### config.mk
export PLATFORM = sky130hd
export DESIGN_NAME = ad7760_responder
export DESIGN_NICKNAME = d
export VERILOG_FILES = /design/src/rtl/ad7760_responder.sv
export SDC_FILE = /design/constraint.sdc
export NUM_CORES = 1
export LEC_CHECK = 0
export ABC_CLOCK_PERIOD_IN_PS = 4400
export CORE_MARGIN = 8
export CORE_UTILIZATION = 54
export CTS_CLUSTER_SIZE = 30
export DETAILED_ROUTE_END_ITERATION = 12
export GPL_ROUTABILITY_DRIVEN = 0
export PLACE_DENSITY = 0.86
export SLEW_MARGIN = 10
export SYNTH_ARGS = -nofsm -noshare
export SYNTH_HDL_FRONTEND = slang
export SYNTH_SLANG_ARGS = --single-unit
### constraint.sdc
create_clock -name mclk -period 4.4 [get_ports mclk]
set_input_delay 0.66 -clock mclk [delete_from_list [all_inputs] [get_ports mclk]]
set_output_delay 0.66 -clock mclk [all_outputs]
set_load 0.02 [all_outputs]
### src/rtl/ad7760_responder.sv
// Device-side model of the AD7760 parallel control/data bus: captures two-phase host
// register writes, holds control registers 1/2, and produces drdy_n plus an incrementing sample.
module ad7760_responder #(
    parameter int          ODR_DIV   = 32,
    parameter int          DRDY_LOW  = 4,
    parameter logic [15:0] CTRL1_RST = 16'h001A,
    parameter logic [15:0] CTRL2_RST = 16'h009B
) (
    input  logic        mclk,
    input  logic        i_rest_n,
    input  logic        dev_rest_n,
    input  logic        cs_n,
    input  logic        r_n_w,
    input  logic [15:0] db_in,
    output logic [15:0] db_out,
    output logic        db_oe,
    output logic        drdy_n,
    output logic [15:0] ctrl1_q,
    output logic [15:0] ctrl2_q,
    output logic        addr_err
);

    localparam int CW = $clog2(2 * ODR_DIV) + 1;
    localparam int LW = $clog2(DRDY_LOW) + 1;

    typedef enum logic [1:0] {IDLE, WLOW, COMMIT} wstate_t;

    logic        srst;
    assign srst = ~i_rest_n | ~dev_rest_n;

    // Write-capture path
    wstate_t     state_reg;
    logic        cs_reg;
    logic        rnw_reg;
    logic [15:0] db_reg;
    logic [1:0]  low_cnt_reg;
    logic [15:0] hold_reg;
    logic [1:0]  addr_reg;
    logic        phase_val_reg;
    logic [15:0] ctrl1_reg;
    logic [15:0] ctrl2_reg;
    logic        addr_err_reg;

    always_ff @(posedge mclk) begin
        if (srst) begin
            state_reg     <= IDLE;
            cs_reg        <= 1'b1;
            rnw_reg       <= 1'b1;
            db_reg        <= 16'h0000;
            low_cnt_reg   <= 2'd0;
            hold_reg      <= 16'h0000;
            addr_reg      <= 2'd0;
            phase_val_reg <= 1'b0;
            ctrl1_reg     <= CTRL1_RST;
            ctrl2_reg     <= CTRL2_RST;
            addr_err_reg  <= 1'b0;
        end else begin
            cs_reg  <= cs_n;
            rnw_reg <= r_n_w;
            db_reg  <= db_in;
            case (state_reg)
                IDLE: begin
                    if (!cs_reg && rnw_reg) begin
                        state_reg   <= WLOW;
                        low_cnt_reg <= 2'd1;
                        hold_reg    <= db_reg;
                    end
                end
                WLOW: begin
                    // A registered cs_n high here is the rising edge of the strobe.
                    if (cs_reg) begin
                        state_reg <= (low_cnt_reg >= 2'd2) ? COMMIT : IDLE;
                    end else if (!rnw_reg) begin
                        state_reg <= IDLE;
                    end else begin
                        hold_reg <= db_reg;
                        if (low_cnt_reg != 2'd3) begin
                            low_cnt_reg <= low_cnt_reg + 2'd1;
                        end
                    end
                end
                COMMIT: begin
                    state_reg <= IDLE;
                    if (!phase_val_reg) begin
                        addr_reg      <= hold_reg[1:0];
                        phase_val_reg <= 1'b1;
                    end else begin
                        case (addr_reg)
                            2'd1:    ctrl1_reg    <= hold_reg;
                            2'd2:    ctrl2_reg    <= hold_reg;
                            default: addr_err_reg <= 1'b1;
                        endcase
                        phase_val_reg <= 1'b0;
                    end
                end
                default: state_reg <= IDLE;
            endcase
        end
    end

    // Conversion engine
    logic [CW-1:0] cnt_reg;
    logic [CW-1:0] p_reg;
    logic [CW-1:0] p_sel;
    logic [CW-1:0] p_cur;
    logic [LW-1:0] low_cnt_drdy_reg;
    logic [15:0]   sample_reg;
    logic [15:0]   db_out_reg;
    logic          drdy_n_reg;

    // The period is re-sampled from ctrl2 only at the start of each period.
    always_comb begin
        p_sel = ctrl2_reg[5] ? CW'(ODR_DIV) : CW'(2 * ODR_DIV);
        p_cur = (cnt_reg == '0) ? p_sel : p_reg;
    end

    always_ff @(posedge mclk) begin
        if (srst) begin
            cnt_reg          <= '0;
            p_reg            <= CW'(2 * ODR_DIV);
            low_cnt_drdy_reg <= '0;
            sample_reg       <= 16'h0000;
            db_out_reg       <= 16'h0000;
            drdy_n_reg       <= 1'b1;
        end else if (ctrl2_reg[0]) begin
            cnt_reg          <= '0;
            low_cnt_drdy_reg <= '0;
            drdy_n_reg       <= 1'b1;
        end else begin
            p_reg <= p_cur;
            if (cnt_reg == p_cur - CW'(1)) begin
                cnt_reg          <= '0;
                db_out_reg       <= sample_reg;
                sample_reg       <= sample_reg + 16'h0001;
                drdy_n_reg       <= 1'b0;
                low_cnt_drdy_reg <= LW'(DRDY_LOW - 1);
            end else begin
                cnt_reg <= cnt_reg + CW'(1);
                if (!drdy_n_reg) begin
                    if (low_cnt_drdy_reg == '0) begin
                        drdy_n_reg <= 1'b1;
                    end else begin
                        low_cnt_drdy_reg <= low_cnt_drdy_reg - LW'(1);
                    end
                end
            end
        end
    end

    assign db_out   = db_out_reg;
    assign drdy_n   = drdy_n_reg;
    assign ctrl1_q  = ctrl1_reg;
    assign ctrl2_q  = ctrl2_reg;
    assign addr_err = addr_err_reg;
    // Combinational so the bus is released in the same cycle the host lets go.
    assign db_oe    = ~cs_n & ~r_n_w & i_rest_n & dev_rest_n;

endmodule
==> results.cfg <==
[run_status]
status = finished, final reports clean

[timing]
holdWs_ns = 0.4400
max_clock_freq_mhz = 262.6
slew_violations = 0
tightest_slew_ns = 0.7314
slew-limit-headroom_pct = 51.12
tns_ns = 0
min_period_ns = 3.808
clock_skew_ns = 0.009571
final_hold_viol_count = 0
rsz0062_at_grt = false
post-route-period-util_pct = 86.55
setup_viol = 0

[route]
detail_route.iter0.violations = 295
num_vias = 4493
drc = 0
detail_route.wl_per_cell_um = 16.48
final_antenna_net_count = 0
wl_um = 13030
via_per_inst = 5.680
first_pass_iters = 5

[synth]
syn_area_per_cell_um2 = 8.722
yosysTopAreaCell = dfxtp_1
synth.distinct_cells = 52
ys_ff_latch = 124
synth_edf_count = 0
yosysWarnings = 0
synth_cells = 588
synth.net_count = 619
synth_top_area_share_pct = 48.40
ys_async_sr_fraction_pct = 0
synth_area_leaders = dfxtp_1, nand2_1, a21oi_1, mux2i_1, ha_1
seq_area_frac_synth_pct = 48.40
netlist_area_mm2 = 0.005129
ys.flop_type = dfxtp_1

[clock_network]
h-tree-depth = 4
ctsResizeCount = 0
cts.sink_count = 124
cts-buffers-inserted = 17
post-cts-setup-buffer-count = 0
root_buffer = clkbuf_8
cts_hold_buf = 0
cts_buffer_depth = 2
clkLatencyLatePin_ns = 0.52
clkTransAtPathRegs_ns = 0.06
tritoncts = done

[layout]
final_common_cell = nand2_1
layout_common_cells = nand2_1, dfxtp_1, clkdlybuf4s50_1
antenna_cells = 0
final_area_mm2 = 0.006514
fillers = 672
finalNetCount = 680
areaGrowthSynthToFinish_pct = 27.01
drive_above_1_share_pct = 6.949

[pwr]
leakage_nw = 2.357
ir_drop_mv = 0.2926
power_mw = 2.661
p_per_area_mw_per_mm2 = 408.6

[floorplan]
io_pins = 72
start_util_pct = 55.50
fp.coreArea_mm2 = 0.009240
dieArea_mm2 = 0.01287
num_rows = 35
die_h_um = 113.5
die_w_um = 113.5

[placed_design]
placed_cell_area_mm2 = 0.005889
dp.final_hpwl_um = 8444
port_buffers = 71

[grt]
grt_pass1_wl_um = 21200
use_met3_pct = 5.441
grt_overflow_total = 0
met1_usage_pct = 22.13
grt_pass1_vias = 4474
gr-usage-all-layers_pct = 20.39
grt_max_degree = 53
grtUsageMet2_pct = 35.44
top_usage_layer = met2
antenna_found_initial = 0

[setup_path]
criticalPathCategory = flop to flop
cp-end-kind = flop
cp_max_fo = 15
critPathArrivalTime_ns = 4.22
cp.required_ns = 4.81
crit_path_start_kind = flop

[run]
drv_cap = 0

[hold_path]
hold_path.class = flop to flop
## Yosys cell counts, drive strengths merged (7+ instances only)
cell	n
a21oi	55
and2	10
and3	18
buf	8
clkbuf	25
dfxtp	124
ha	10
inv	16
mux2i	26
nand2	151
nand2b	9
nand3	15
nand4	8
nor2	21
nor4	18
o21ai	7
o31ai	8
or4	10
xnor2	8
xor2	7
## per-layer routing
metal | up-vias | wire (um)
met4 | 0 | 399
li1 | 2145 | -
met1 | 2142 | 5225
met5 | - | 0
met2 | 166 | 6672
met3 | 40 | 735
## metrics by stage
stage	setup slack [ns]	std cells	utilization, %
after CTS	0.6134	791	70.49
after floorplan	1.170	588	-
final	0.5918	791	70.49
after global routing	0.3237	791	70.49
after global placement	0.8124	759	63.74
after detailed placement	0.6273	759	63.74
## cell type report
class / count / area [um^2] / area share (%)
multi-input combinational: 415 / 2445 / 37.53
tap: 129 / 161.4 / 2.478
clock inverter: 14 / 206.4 / 3.169
timing repair buffer: 75 / 740.7 / 11.37
inverter: 16 / 60.06 / 0.9220
clock buffer: 18 / 417.9 / 6.416
sequential: 124 / 2482 / 38.11
## critical path, stage by stage, from the launching register on
cell and delay, ns:
dfxtp_1 0.38, inv_1 0.08, ha_1 0.15, nor4b_4 0.32
nand2_1 0.18, nand2_1 0.12, ha_1 0.29, nor3b_1 0.48
nand2_1 0.13, xnor2_1 0.18, a2111o_1 0.57, nor2_1 0.58
and3b_1 0.25
## cells by family after synthesis
family | after synthesis | synth area share, %
AOI/OAI and AO/OA | 90 | 11.54
xor gates and xnor gates | 15 | 2.562
adders and majority gates | 10 | 2.440
buffers and inverters | 49 | 3.977
DFF | 124 | 48.40
muxes | 27 | 5.294
and+or+nand+nor | 273 | 25.79
## report_power, final
group	switching, mW	total, mW	leakage [nW]	internal [mW]
sequential	0.00322	1.13	1.00	1.13
combinational	0.0308	0.0548	1.05	0.0239
clock	0.538	1.47	0.307	0.935
total	0.572	2.66	2.36	2.09
## final timing paths
path               from           end  slack, ns  cells after the start
max          cnt_reg[0]    cnt_reg[1]       0.59                     12
min          db_reg[10]  hold_reg[10]       0.44                      2
max reg2reg  cnt_reg[0]    cnt_reg[1]       0.59                     12
min reg2reg  db_reg[10]  hold_reg[10]       0.44                      2
Power figures use the tool's default switching activity.
